<file path="config.mk">
export PLATFORM = sky130hd
export DESIGN_NAME = product_accumulator
export DESIGN_NICKNAME = d
export VERILOG_FILES = /design/src/rtl/product_accumulator_pkg.sv /design/src/rtl/acc_adder.sv /design/src/rtl/product_accumulator.sv
export SDC_FILE = /design/constraint.sdc
export NUM_CORES = 1
export LEC_CHECK = 0
export ABC_CLOCK_PERIOD_IN_PS = 2400
export CAP_MARGIN = 20
export CORE_MARGIN = 1.5
export CORE_UTILIZATION = 45
export CTS_CLUSTER_SIZE = 8
export DETAILED_ROUTE_END_ITERATION = 7
export PLACE_DENSITY = 0.7
export SLEW_MARGIN = 20
export SYNTH_ARGS = -nofsm -noshare
export SYNTH_HDL_FRONTEND = slang
export SYNTH_SLANG_ARGS = --single-unit
</file>
<file path="constraint.sdc">
create_clock -name clk -period 2.4 [get_ports clk]
set_input_delay 0.36 -clock clk [delete_from_list [all_inputs] [get_ports clk]]
set_output_delay 0.36 -clock clk [all_outputs]
set_load 0.02 [all_outputs]
</file>
<file path="src/rtl/product_accumulator_pkg.sv">
// Shared definitions for the multiplier subsystem: default widths and block
// size, plus the accumulator control state encoding.
// Pure declarations; no logic.
package product_accumulator_pkg;

    localparam int DEF_M     = 4;
    localparam int DEF_N     = 4;
    localparam int DEF_ACC_W = 12;
    localparam int DEF_COUNT = 4;

    // ACC: taking products into the running sum; HOLD: block sum pending
    typedef enum logic {
        ACC  = 1'b0,
        HOLD = 1'b1
    } state_e;

endpackage

</file>
<file path="src/rtl/acc_adder.sv">
// Accumulator adder: acc + zero-extended product, with carry-out of the top bit.
// Latency: purely combinational.
// Backpressure: none; the caller decides when the result is used.
module acc_adder #(
    parameter int IN_W  = 8,
    parameter int ACC_W = 12
) (
    input  logic [ACC_W-1:0] acc_i,
    input  logic [IN_W-1:0]  prod_i,
    output logic [ACC_W-1:0] sum_o,
    output logic             carry_o
);

    logic [ACC_W:0] full;

    // One extra bit captures the wrap so the caller can keep a sticky overflow
    always_comb begin
        full    = {1'b0, acc_i} + {{(ACC_W + 1 - IN_W){1'b0}}, prod_i};
        sum_o   = full[ACC_W-1:0];
        carry_o = full[ACC_W];
    end

endmodule

</file>
<file path="src/rtl/product_accumulator.sv">
// Sums blocks of COUNT unsigned products and presents each block sum with a sticky overflow flag.
// Latency: sum_valid rises the cycle after the COUNT-th accepted product.
// Backpressure: prod_ready drops while a sum is pending; one bubble cycle after each sum accept.
module product_accumulator
    import product_accumulator_pkg::*;
#(
    parameter int M     = DEF_M,
    parameter int N     = DEF_N,
    parameter int ACC_W = DEF_ACC_W,
    parameter int COUNT = DEF_COUNT,
    localparam int P_W   = M + N,
    localparam int CNT_W = $clog2(COUNT + 1)
) (
    input  logic             clk,
    input  logic             rst,
    input  logic             clr,
    input  logic [P_W-1:0]   prod,
    input  logic             prod_valid,
    output logic             prod_ready,
    output logic [ACC_W-1:0] sum,
    output logic             sum_ovf,
    output logic             sum_valid,
    input  logic             sum_ready,
    output logic [CNT_W-1:0] cnt
);

    localparam logic [CNT_W-1:0] LAST = CNT_W'(COUNT - 1);

    state_e           state_q, state_d;
    logic [ACC_W-1:0] acc_q, acc_d;
    logic             ovf_q, ovf_d;
    logic [CNT_W-1:0] cnt_q, cnt_d;
    logic [ACC_W-1:0] sum_q, sum_d;
    logic             sum_ovf_q, sum_ovf_d;

    logic [ACC_W-1:0] add_sum;
    logic             add_carry;
    logic             accept;

    acc_adder #(
        .IN_W  (P_W),
        .ACC_W (ACC_W)
    ) u_adder (
        .acc_i   (acc_q),
        .prod_i  (prod),
        .sum_o   (add_sum),
        .carry_o (add_carry)
    );

    assign prod_ready = (state_q == ACC);
    assign sum_valid  = (state_q == HOLD);
    assign sum        = sum_q;
    assign sum_ovf    = sum_ovf_q;
    assign cnt        = cnt_q;
    assign accept     = prod_valid & prod_ready;

    // Next-state: accumulate on accept, close the block on the last product, release on sum_ready
    always_comb begin
        state_d   = state_q;
        acc_d     = acc_q;
        ovf_d     = ovf_q;
        cnt_d     = cnt_q;
        sum_d     = sum_q;
        sum_ovf_d = sum_ovf_q;
        unique case (state_q)
            ACC: begin
                if (accept) begin
                    if (cnt_q == LAST) begin
                        sum_d     = add_sum;
                        sum_ovf_d = ovf_q | add_carry;
                        acc_d     = '0;
                        ovf_d     = 1'b0;
                        cnt_d     = '0;
                        state_d   = HOLD;
                    end else begin
                        acc_d = add_sum;
                        ovf_d = ovf_q | add_carry;
                        cnt_d = cnt_q + CNT_W'(1);
                    end
                end
            end
            HOLD: begin
                // No product is taken in this cycle, which gives the one-cycle bubble
                if (sum_ready) begin
                    state_d = ACC;
                end
            end
            default: state_d = ACC;
        endcase
    end

    // State registers; reset and clr both wipe the block and any pending sum
    always_ff @(posedge clk) begin
        if (rst || clr) begin
            state_q   <= ACC;
            acc_q     <= '0;
            ovf_q     <= 1'b0;
            cnt_q     <= '0;
            sum_q     <= '0;
            sum_ovf_q <= 1'b0;
        end else begin
            state_q   <= state_d;
            acc_q     <= acc_d;
            ovf_q     <= ovf_d;
            cnt_q     <= cnt_d;
            sum_q     <= sum_d;
            sum_ovf_q <= sum_ovf_d;
        end
    end

endmodule

</file>
## After elaboration in Yosys (flattened, before gate mapping)

Cells that the tools add are included.
Widths: inputs -> output; s select.

| word-level totals | value |
|---|---|
| logic and storage cells | 22 |
| input bits | 13 |
| register bits | 30 |
| output and inout bits | 18 |

| operators by class | value |
|---|---|
| mux-type cells | 7 |
| bitwise operators | 3 |
| reduce and logical (&&, ||, !) cells | 3 |
| equality and inequality tests | 1 |
| add/subtract/negate cells | 2 |

Operators by type and width:

| operator | number |
|---|---|
| $add 12x8->13 | 1 |
| $mux 12 | 1 |
| $mux 1 | 4 |
| $add 3x1->3 const B | 1 |
| $eq 3x2->1 const B | 1 |
| $mux 3 | 1 |
| $reduce_and 3->1 | 1 |
| $pmux 1 s2 | 1 |
| $reduce_and 2->1 | 1 |
| $and 1x1->1 | 1 |
| $logic_or 1x1->1 | 1 |
| $not 1->1 | 1 |
| $or 1x1->1 | 1 |

## Longest topological paths before layout

Gate-level depths: netlist of the first run.

| depth | value |
|---|---|
| depth after elaboration | 4 |
| gate-level depth with buffers | 6 |
| gate-level depth less buffers | 6 |

## Hierarchy

Synthesis of the first run repeated with hierarchy kept, for this count alone.

| unflattened totals | value |
|---|---|
| cell total of the unflattened synthesis | 189 |
| area total of the unflattened synthesis | 1627.8 sq um |

By module, submodules not included:

| module | area an instance (sq um) | cells each | sequential area each (sq um) | instances |
|---|---|---|---|---|
| product_accumulator | 1063.5 | 117 | 600.6 | 1 |
| acc_adder | 564.3 | 72 | 0.0 | 1 |

## Worst setup path before layout of the first run

No wires, ideal clock.

| path | value |
|---|---|
| path type | input-to-reg |
| start | input port prod[0] |
| end | register acc_q[8] |
| cell stages on the path | 6 |
| arrival | 1955 ps |
| setup slack | 328 ps |
| path buffers | 0 |
| required time | 2283 ps |
| cell sequence | ha_1 fa_1 a211oi_1 o211ai_1 and3_1 o22a_1 |

| between the ends | value |
|---|---|
| word-level cells in the longest chain between the ends | 2 |

Ends and longest elaborated chain:

| item | RTL line | RTL |
|---|---|---|
| start, declared | product_accumulator.sv:17 | `input logic [P_W-1:0] prod,` |
| $add 12x8->13 | acc_adder.sv:18 | `full = {1'b0, acc_i} + {{(ACC_W + 1 - IN_W){1'b0}}, prod_i};` |
| $mux 12 | product_accumulator.sv:68 | `if (cnt_q == LAST) begin` |
| end signal, assigned | product_accumulator.sv:96 | `acc_q <= '0;` |
| end signal, assigned | product_accumulator.sv:103 | `acc_q <= acc_d;` |
| end, declared | product_accumulator.sv:30 | `logic [ACC_W-1:0] acc_q, acc_d;` |

No other way between the ends.
A chain may end at the register's enable or synchronous reset.

## Worst setup path in the final report of the first run

Same ends and word-level chain as after synthesis.

==> summary.md, run 1 <==
| Metric | Value |
|---|---|
| Status | `finished, final reports clean` |
| Global-route wire length before repair | `about 6.7 mm` |
| Layout cell share with drive strength beyond 1 | `0.1079` |
| Layout area overhead | `28.97%` |
| # DRC | `0` |
| ANT cells | `0` |
| CP Capture Type | `flip-flop` |
| TNS Setup | `0 ns` |
| CP max FO | `7` |
| Synth Area in Compound Gates | `0.2422` |
| Core area | `3633 µm²` |
| Sw power | `a little under 0.0003 W` |
| Hold Crit Start | `acc_q[6]$_SDFFE_PP0P_` |
| Port bufs | `30` |
| FF-to-FF Start | `acc_q[0]$_SDFFE_PP0P_` |
| Setup Viol. Count Final | `0` |
| Cell area after synthesis | `around 1700 µm²` |
| Post-CTS Setup Bufs | `0` |
| Type of origin of the critical path | `primary input` |
| Hold WC Path Type | `flip-flop to flip-flop` |
| Final hold vios | `0` |
| Total gr overflow | `0` |
| # H-tree levels | `2` |
| Site Rows | `22` |
| Static Leak | `0.8271 nW` |
| CP Class | `primary input to flip-flop` |
| Final WS setup | `0.1880 ns` |
| Number of global-route vias before repair | `about 1.5k` |
| Initial Util | `0.4635` |
| Count of cell types in the netlist | `45` |
| Main combinational cell family by area after synthesis | `simple AND/OR/NAND/NOR gates` |
| Max Cap Violations | `0` |
| DPL Wire Length | `around 2.9 mm` |
| Period utilization | `0.9217` |
| CTS sink count | `30` |
| Die span in y | `around 64 µm` |
| Drt wl/cell | `~14 µm` |
| Pin count of the biggest net entering global routing | `15` |
| Synthesized instance count | `approximately 200` |
| Mean post-synth cell area | `between 8 and 9 µm²` |
| Most frequent cells in the layout | `dfxtp_1, clkdlybuf4s50_1, nand3_1` |
| Clock power frac | `0.383` |
| CTS resizes | `0` |
| Clock root cell | `clkbuf_8` |
| Post-route design area | `approximately 2200 µm²` |
| Io pins | `31` |
| Ys Warns | `0` |
| Placed cell count | `between 200 and 300` |
| Syn nets | `224` |
| Worst vdd ir | `approximately 0.36 mV` |
| CTS Buffer Depth | `2` |
| Finished Layout Cells | `a little under 300` |
| Seq pwr share | `0.469` |
| Skew-Pair Late Insertion Delay | `about 0.29 ns` |
| Fin crit period | `~2.2 ns` |
| Switching share of power | `0.2671` |
| Vias per inst | `roughly 5.6` |
| 1st-iter DRT viols | `just under 80` |
| Post-CTS Hold Buffers | `0` |
| Slew @ Worst Pin | `0.5220 ns` |
| CP startpoint | `prod[0]` |
| DP Area | `approximately 2100 µm²` |
| Initial antenna violation count | `0` |
| Remaining antenna violation count after routing | `0` |
| Simple-Gate Fraction of Synth Area | `0.2593` |
| Pre-CTS WS | `-0.1004 ns` |
| Area share of xor/xnor cells in the synthesized design | `0.01560` |
| Drt pass-1 iters | `4` |
| Critical path arrival | `2.39 ns` |
| CP Data Required Time | `around 2.6 ns` |
| Clock skew | `~0.007 ns` |
| Sequential-to-total area share from yosys stat | `0.3566` |
| Cell Int Power | `just over 0.0008 W` |
| GP Congestion | `0.8068` |
| PwrDens | `between 500 and 600 nW/µm²` |
| Multiplexer area fraction after synthesis | `0.006686` |
| Final-layout fill cell count | `approximately 360` |
| Die X | `64.18 µm` |
| Comb pwr share | `0.148` |
| Slew headroom | `0.6484` |
| Post-Route WL | `3.945 mm` |
| FMAX | `about 450 MHz` |
| Total CTS buffers | `5` |
| Worst-path clk slew | `0.07 ns` |
| Via count | `between 1.5k and 2k` |
| Synth Area in Adders | `0.07875` |
| Post-synthesis sequential element count | `30` |
| # nets final | `263` |
| CTS tree | `built` |
| Overall Global Routing Usage | `0.2072` |
| Max Slew Vio Count | `0` |
| Die Area | `a little over 4000 µm²` |
| RSZ-0062 raised after global routing | `false` |
power groups by stage:
stage	combinational (W)	clock (W)	sequential, W
detailed placement	0.000163	0	0.000534
global placement	0.000163	0	0.000534
finish	0.000165	0.000427	0.000523
CTS	0.000164	0.000437	0.000523
floorplan	0.000110	0	0.000532
global route	0.000182	0.000464	0.000526
state kept, by name (all words and copies together) (netlist names):
register   cells
acc_q         12
cnt            3
ovf_q          1
sum_ovf        1
sum           12
sum_valid      1
final timing paths:
path	endpoint	slack [ns]	cells after the start
setup / recovery	acc_q[8]$_SDFFE_PP0P_	0.19	7
hold reg to reg	acc_q[6]$_SDFFE_PP0P_	0.46	2
setup reg to reg	acc_q[8]$_SDFFE_PP0P_	0.37	6
hold / removal	acc_q[6]$_SDFFE_PP0P_	0.46	2
metrics by stage:
stage	hold slack, ns	utilization	total power [W]
global placement	0.4450	0.5727	0.0006964
global route	0.4768	0.5978	0.001172
floorplan	0.4291	-	0.0006422
finish	0.4592	0.5978	0.001115
detailed placement	0.4485	0.5727	0.0006974
CTS	0.4597	0.5978	0.001124
area by class of cell:
class	count	area, µm²	area share
clock inverter	1	5.005	0.002304
sequential	30	600.6	0.2765
multi-input combinational	157	1015	0.4672
inverter	4	15.01	0.006912
timing repair buffer	42	390.4	0.1797
clock buffer	7	86.33	0.03975
tap	48	60.06	0.02765
metal layers:
metal,GRT usage,wire (µm)
met4,0.09574,72
met5,0,0
met3,0.05106,165
met1,0.2554,1875
met2,0.3385,1833
logic make-up after synthesis:
logic type	after synthesis
and+or+nand+nor	84
AOI/OAI and AO/OA	59
DFF	30
buffers and inverters	14
adders and majority gates	10
xor gates and xnor gates	3
muxes	1
cell usage after synthesis, drive strengths merged:
cell type | count | area share
ha | 9 | 0.067
clkbuf | 6 | 0.013
or3 | 2 | 0.010
nand3 | 24 | 0.071
a2111o | 2 | 0.013
o22ai | 1 | 0.0037
a32o | 1 | 0.0059
a32oi | 3 | 0.016
o32ai | 1 | 0.0052
or2 | 3 | 0.011
a22oi | 4 | 0.018
nor2 | 12 | 0.027
dfxtp | 30 | 0.36
and4 | 1 | 0.0052
inv | 4 | 0.0089
mux2 | 1 | 0.0067
nor4bb | 1 | 0.0059
a211o | 4 | 0.021
and2b | 2 | 0.011
nand4bb | 1 | 0.0067
xnor2 | 1 | 0.0052
and3 | 2 | 0.0074
nor4 | 2 | 0.0074
nand4 | 3 | 0.011
nand2b | 2 | 0.0074
o21ai | 12 | 0.036
nor3 | 8 | 0.024
buf | 4 | 0.019
nand2 | 20 | 0.045
fa | 1 | 0.012
nor4b | 1 | 0.0089
a21o | 3 | 0.013
a21oi | 15 | 0.045
xor2 | 2 | 0.010
o21a | 3 | 0.013
a211oi | 4 | 0.025
o211ai | 5 | 0.022
o22a | 1 | 0.0052
critical path, stage by stage:
cell and delay (ns):
clkdlybuf4s50_1 0.40, ha_1 0.23, fa_1 0.39, a211oi_1 0.30, o211ai_1 0.28, and3_1 0.25
o22a_1 0.19
Note: power is estimated with default switching activity, not from simulation.
==> run 2: changes to the inputs <==
--- a/config.mk
+++ b/config.mk
@@ -7,7 +7,7 @@
 export LEC_CHECK = 0
 export ABC_CLOCK_PERIOD_IN_PS = 2400
 export CAP_MARGIN = 20
-export CORE_MARGIN = 1.5
+export CORE_MARGIN = 1
 export CORE_UTILIZATION = 45
 export CTS_CLUSTER_SIZE = 8
 export DETAILED_ROUTE_END_ITERATION = 7
==> constraint.sdc (replaced) <==
create_clock -name clk -period 2.4 [get_ports clk]
set_input_delay 0.48 -clock clk [delete_from_list [all_inputs] [get_ports clk]]
set_output_delay 0.48 -clock clk [all_outputs]
set_load 0.02 [all_outputs]
==> summary.md, run 2 (synthesis results as in run 1) <==
| Metric | Value |
|---|---|
| Comb pwr share | `0.156 (+0.008)` |
| Max Slew Vio Count | `0 (unchanged)` |
| Cell Int Power | `0.0008229 W (+0.75%)` |
| Setup Viol. Count Final | `0 (unchanged)` |
| # DRC | `0 (unchanged)` |
| Pin count of the biggest net entering global routing | `21 (+6)` |
| CP Class | `primary input to flip-flop` |
| Final-layout fill cell count | `321 (-12%)` |
| Die Area | `3991 µm² (-3.1%)` |
| 1st-iter DRT viols | `108 (+40%)` |
| Total gr overflow | `0 (unchanged)` |
| Slew @ Worst Pin | `0.7038 ns (+0.1818 ns)` |
| Clock power frac | `0.385 (+0.002)` |
| CP Capture Type | `flip-flop` |
| Overall Global Routing Usage | `0.2546 (+0.04735)` |
| Static Leak | `0.8310 nW (+0.48%)` |
| Max Cap Violations | `0 (unchanged)` |
| Worst R2R Setup Slack | `0.48 ns (+0.11 ns)` |
| CP max FO | `6 (-1)` |
| RSZ-0062 raised after global routing | `false` |
| Global-route wire length before repair | `7.790 mm (+16%)` |
| Clock root cell | `clkbuf_8` |
| Number of global-route vias before repair | `1,715 (+15%)` |
| Status | `finished, final reports clean` |
| Worst R2R End | `acc_q[8]$_SDFFE_PP0P_` |
| Via count | `1,697 (+5.4%)` |
| Switching share of power | `0.2804 (+0.01326)` |
| Hold WC Path Type | `flip-flop to flip-flop` |
| Seq pwr share | `0.459 (-0.010)` |
| Post-Route WL | `4.504 mm (+14%)` |
| Layout cell share with drive strength beyond 1 | `0.1198 (+0.01195)` |
| Period utilization | `0.9240 (+0.002322)` |
| Remaining antenna violation count after routing | `0 (unchanged)` |
| Final hold vios | `0 (unchanged)` |
| CTS sink count | `30 (unchanged)` |
| Io pins | `31 (unchanged)` |
| ANT cells | `0 (unchanged)` |
| Clock skew | `0.007467 ns (+0.0004636 ns)` |
| GP Congestion | `0.8597 (+6.6%)` |
| Power Total | `0.001144 W (+2.6%)` |
| Slew headroom | `0.5265 (-0.1219)` |
| FMAX | `450.9 MHz (-0.25%)` |
| Core area | `3468 µm² (-4.5%)` |
| Drt pass-1 iters | `4 (unchanged)` |
| Layout area overhead | `29.72%` |
| Final WS setup | `0.1824 ns (-0.005572 ns)` |
| R2r worst-path depth | `6 (unchanged)` |
| CTS Buffer Depth | `2 (unchanged)` |
| Skew-Pair Late Insertion Delay | `0.30 ns (about the same)` |
| DPL Wire Length | `3.314 mm (+13%)` |
| Initial antenna violation count | `0 (unchanged)` |
| Type of origin of the critical path | `primary input` |
| Port bufs | `30 (unchanged)` |
| PwrDens | `523.5 nW/µm² (+2.0%)` |
| CTS tree | `built` |
| CP startpoint | `prod[4]` |
| Critical path arrival | `2.41 ns (+0.02 ns)` |
| # nets final | `264 (+0.38%)` |
| Most frequent cells in the layout | `dfxtp_1, clkdlybuf4s50_1, nand3_1` |
| Die X | `63.18 µm (-1.6%)` |
| Site Rows | `21 (-4.5%)` |
| Initial Util | `0.4856 (+0.02207)` |
| CP Data Required Time | `2.59 ns (about the same)` |
| Pre-CTS WS | `-0.3118 ns (-0.2114 ns)` |
| Worst-path clk slew | `0.07 ns (about the same)` |
| CP Capture Point | `acc_q[11]$_SDFFE_PP0P_` |
| FF-to-FF Start | `acc_q[0]$_SDFFE_PP0P_` |
| Fin crit period | `2.218 ns (+0.005572 ns)` |
| Drt wl/cell | `15.64 µm (+15%)` |
| TNS Setup | `0 ns (unchanged)` |
| Sw power | `0.0003207 W (+7.7%)` |
| Die span in y | `63.18 µm (-1.6%)` |
| # H-tree levels | `2 (unchanged)` |
| Total CTS buffers | `5 (unchanged)` |
| Vias per inst | `5.892 (+5.8%)` |
| Worst vdd ir | `0.3672 mV (+2.0%)` |
## run 2: cell types whose count changed in the layout (fill, tap and decap cells not counted)
cell	previous run	this run
a211oi_2	0	1
a211oi_1	3	2
fa_2	0	1
fa_1	1	0
buf_4	12	13
## run 2: power by group through the flow
stage / clock network, W / logic [W] / registers [W]
after floorplan: 0 / 0.000110 / 0.000532
after global placement: 0 / 0.000170 / 0.000534
after detailed placement: 0 / 0.000174 / 0.000535
after CTS: 0.000438 / 0.000175 / 0.000525
after global routing: 0.000459 / 0.000195 / 0.000526
final: 0.000440 / 0.000178 / 0.000525
## run 2: worst min path at each step
stage                                     start               endpoint  slack, ns  cells after the start
after CTS                 acc_q[6]$_SDFFE_PP0P_  acc_q[6]$_SDFFE_PP0P_       0.46                      2
after global routing        sum[4]$_SDFFE_PP0P_    sum[4]$_SDFFE_PP0P_       0.49                      2
after global placement    acc_q[6]$_SDFFE_PP0P_  acc_q[6]$_SDFFE_PP0P_       0.44                      2
after detailed placement  acc_q[6]$_SDFFE_PP0P_  acc_q[6]$_SDFFE_PP0P_       0.45                      2
after floorplan           acc_q[6]$_SDFFE_PP0P_  acc_q[6]$_SDFFE_PP0P_       0.43                      2
final                     acc_q[6]$_SDFFE_PP0P_  acc_q[6]$_SDFFE_PP0P_       0.46                      2
## run 2: layout make-up
cell class,count,area (µm²),share of cell area
sequential,30,600.6,0.2749
inverter,4,15.01,0.006873
clock inverter,1,5.005,0.002291
timing repair buffer,43,397.9,0.1821
multi-input combinational,157,1022,0.4679
tap,46,57.56,0.02635
clock buffer,7,86.33,0.03952
## run 2: critical path: stages
cell and delay (ns):
clkdlybuf4s50_1 0.43, ha_1 0.39, o211ai_1 0.18, nor4_1 0.66, a2111o_1 0.21, nand3_1 0.06
## run 2: timing repair
action / CTS / global route
hold buffers: 0 / 0
endpoints found under the hold margin: 0 / 0
endpoints found under the setup margin: 0 / 6
buffers inserted: 0 / 0
gates resized for setup: 0 / 2
## run 2: through the flow
step / hold WS (ns) / area [µm²] / util / std cells
finish: 0.4568 / 2185 / 0.6299 / 288
global route: 0.4908 / 2185 / 0.6299 / 288
CTS: 0.4583 / 2177 / 0.6277 / 288
detailed placement: 0.4494 / 2086 / 0.6014 / 280
global placement: 0.4439 / 2086 / 0.6014 / 280
floorplan: 0.4291 / 1684 / - / 201
## run 2: metal layers
layer  part of all wire  wire length [µm]  up-vias  GRT usage
met4              0.036               161        0     0.1733
met1               0.44              1988      790     0.2989
met3              0.054               245       16    0.05254
li1                   -                 -      830          -
met5                  0                 0        -          0
met2               0.47              2108       61     0.4140
==> run 3: changes to the inputs <==
--- a/config.mk
+++ b/config.mk
@@ -5,10 +5,10 @@
 export SDC_FILE = /design/constraint.sdc
 export NUM_CORES = 1
 export LEC_CHECK = 0
-export ABC_CLOCK_PERIOD_IN_PS = 2400
 export CAP_MARGIN = 20
 export CORE_MARGIN = 1
 export CORE_UTILIZATION = 45
+export CTS_BUF_LIST = sky130_fd_sc_hd__clkbuf_2
 export CTS_CLUSTER_SIZE = 8
 export DETAILED_ROUTE_END_ITERATION = 7
 export PLACE_DENSITY = 0.7
==> summary.md, run 3 (synthesis results as in run 1) <==
| Metric | Value |
|---|---|
| Status | `finished, final reports clean` |
| Layout cell share with drive strength beyond 1 | `0.1116 (-0.008264)` |
| Finished Layout Cells | `288 (unchanged)` |
| Total gr overflow | `0 (unchanged)` |
| Placed cell count | `280 (unchanged)` |
| # nets final | `264 (unchanged)` |
| Slew headroom | `0.4904 (-0.03602)` |
| Post-Route WL | `4.464 mm (-0.89%)` |
| Max Slew Vio Count | `0 (unchanged)` |
| Overall Global Routing Usage | `0.2477 (-0.006870)` |
| CTS sink count | `30 (unchanged)` |
| Core area | `3468 µm² (unchanged)` |
| Period utilization | `0.9552 (+0.03124)` |
| Post-layout util | `0.6126 (-0.01732)` |
| Vias per inst | `5.840 (-0.88%)` |
| CP Data Required Time | `2.70 ns (+0.11 ns)` |
| Worst-path cell chain | `clkdlybuf4s50_1 > ha_1 > fa_1 > a211oi_1 > o211ai_1 > and3_1 > o22a_1` |
| Cell Int Power | `0.0006630 W (-19%)` |
| DP Area | `2086 µm² (unchanged)` |
| CTS resizes | `0 (unchanged)` |
| Comb pwr share | `0.185 (+0.029)` |
| DPL Wire Length | `3.314 mm (unchanged)` |
| Io pins | `31 (unchanged)` |
| Register Area | `600.6 µm² (unchanged)` |
| # H-tree levels | `2 (unchanged)` |
| Layout area overhead | `26.15%` |
| Initial Util | `0.4856 (unchanged)` |
| CTS Buffer Depth | `2 (unchanged)` |
| Total CTS buffers | `5 (unchanged)` |
| Clock power frac | `0.267 (-0.118)` |
| CP max stage cell | `fa_1` |
| Skew-Pair Late Insertion Delay | `0.38 ns (+0.08 ns)` |
| Critical path arrival | `2.59 ns (+0.18 ns)` |
| ANT cells | `0 (unchanged)` |
| CTS tree | `built` |
| Clock skew | `0.02572 ns (+0.01825 ns)` |
| Via count | `1,682 (-0.88%)` |
| Power Total | `0.0009580 W (-16%)` |
| TNS Setup | `0 ns (unchanged)` |
| Global-route wire length before repair | `7.728 mm (-0.80%)` |
| Die Area | `3991 µm² (unchanged)` |
| Slew @ Worst Pin | `0.7573 ns (+0.05354 ns)` |
| Post-CTS Hold Buffers | `0 (unchanged)` |
| Footprint of the multi-input gates | `1015 µm² (-0.73%)` |
| Post-CTS Setup Bufs | `0 (unchanged)` |
| Final hold vios | `0 (unchanged)` |
| Fin crit period | `2.293 ns (+0.07498 ns)` |
| Port bufs | `30 (unchanged)` |
| Drt pass-1 iters | `5 (+1)` |
| PwrDens | `450.9 nW/µm² (-14%)` |
| Static Leak | `0.8139 nW (-2.1%)` |
| Most frequent cells in the layout | `dfxtp_1, clkdlybuf4s50_1, nand3_1` |
| Drt wl/cell | `15.50 µm (-0.89%)` |
| CP Capture Type | `flip-flop` |
| Site Rows | `21 (unchanged)` |
| Seq pwr share | `0.549 (+0.090)` |
| 1st-iter DRT viols | `145 (+34%)` |
| # DRC | `0 (unchanged)` |
| Final-layout fill cell count | `326 (+1.6%)` |
| Switching share of power | `0.3079 (+0.02754)` |
| Die span in y | `63.18 µm (unchanged)` |
| Clock root cell | `clkbuf_2` |
| Post-route design area | `2125 µm² (-2.7%)` |
| RSZ-0062 raised after global routing | `false` |
| Initial antenna violation count | `0 (unchanged)` |
| CP max FO | `7 (+1)` |
| Pin count of the biggest net entering global routing | `21 (unchanged)` |
| Worst vdd ir | `0.2849 mV (-22%)` |
| Setup Viol. Count Final | `0 (unchanged)` |
| Number of global-route vias before repair | `1,720 (+0.29%)` |
| GP Congestion | `0.8597 (unchanged)` |
| Worst-path clk slew | `0.17 ns (+0.10 ns)` |
| Max Cap Violations | `0 (unchanged)` |
| Die X | `63.18 µm (unchanged)` |
| Remaining antenna violation count after routing | `0 (unchanged)` |
| FMAX | `436.2 MHz (-3.3%)` |
| Crit-path max cell delay | `0.42 ns (-0.24 ns)` |
| Hold WC Path Type | `flip-flop to flip-flop` |
| CP Class | `primary input to flip-flop` |
| Sw power | `0.0002950 W (-8.0%)` |
| Type of origin of the critical path | `primary input` |
run 3: cell types whose count changed in the layout (fill, tap and decap cells not counted), sizes merged:
cell and delta:
clkbuf -1, clkinv +1
run 3: cell type report:
| cell class | instances | area share |
|---|---|---|
| clock inverter | 2 | 0.004122 |
| sequential | 30 | 0.2827 |
| tap | 46 | 0.02709 |
| timing repair buffer | 43 | 0.1873 |
| inverter | 4 | 0.007067 |
| clock buffer | 6 | 0.01413 |
| multi-input combinational | 157 | 0.4776 |
run 3: worst max-delay path: cells and delay by family:
kind / cells / cell delay (ns)
buffers and inverters: 1 / 0.40
adder cells (fa/ha/maj): 2 / 0.64
AO/OA/AOI/OAI: 3 / 0.80
AND/OR/NAND/NOR: 1 / 0.27
run 3: metrics by stage:
stage	setup slack (ns)	hold WS [ns]
6_report	0.1074	0.4678
5_1_grt	0.006698	0.5019
4_1_cts	0.1172	0.4696
3_3_place_gp	-0.2404	0.4439
3_5_place_dp	-0.3118	0.4494
2_1_floorplan	0.2085	0.4291
run 3: layer usage:
metal,vias up,wire (µm),track usage
li1,836,-,-
met1,773,2022,0.2933
met2,59,2080,0.4126
met3,14,258,0.05797
met4,0,102,0.1307
met5,-,0,0
run 3: path summary, 6_finish.rpt:
kind / startpoint / end / slack [ns] / cells past startpoint
hold reg to reg: acc_q[6]$_SDFFE_PP0P_ / acc_q[6]$_SDFFE_PP0P_ / 0.47 / 2
setup reg to reg: acc_q[0]$_SDFFE_PP0P_ / acc_q[8]$_SDFFE_PP0P_ / 0.31 / 6
hold / removal: acc_q[6]$_SDFFE_PP0P_ / acc_q[6]$_SDFFE_PP0P_ / 0.47 / 2
setup / recovery: prod[0] / acc_q[8]$_SDFFE_PP0P_ / 0.11 / 7
run 3: power by group through the flow:
| stage | Sequential (W) | Clock, W | Combinational, W |
|---|---|---|---|
| 2_1_floorplan | 0.000532 | 0 | 0.000110 |
| 3_3_place_gp | 0.000534 | 0 | 0.000170 |
| 3_5_place_dp | 0.000535 | 0 | 0.000174 |
| 4_1_cts | 0.000525 | 0.000256 | 0.000175 |
| 5_1_grt | 0.000528 | 0.000278 | 0.000194 |
| 6_report | 0.000526 | 0.000255 | 0.000177 |
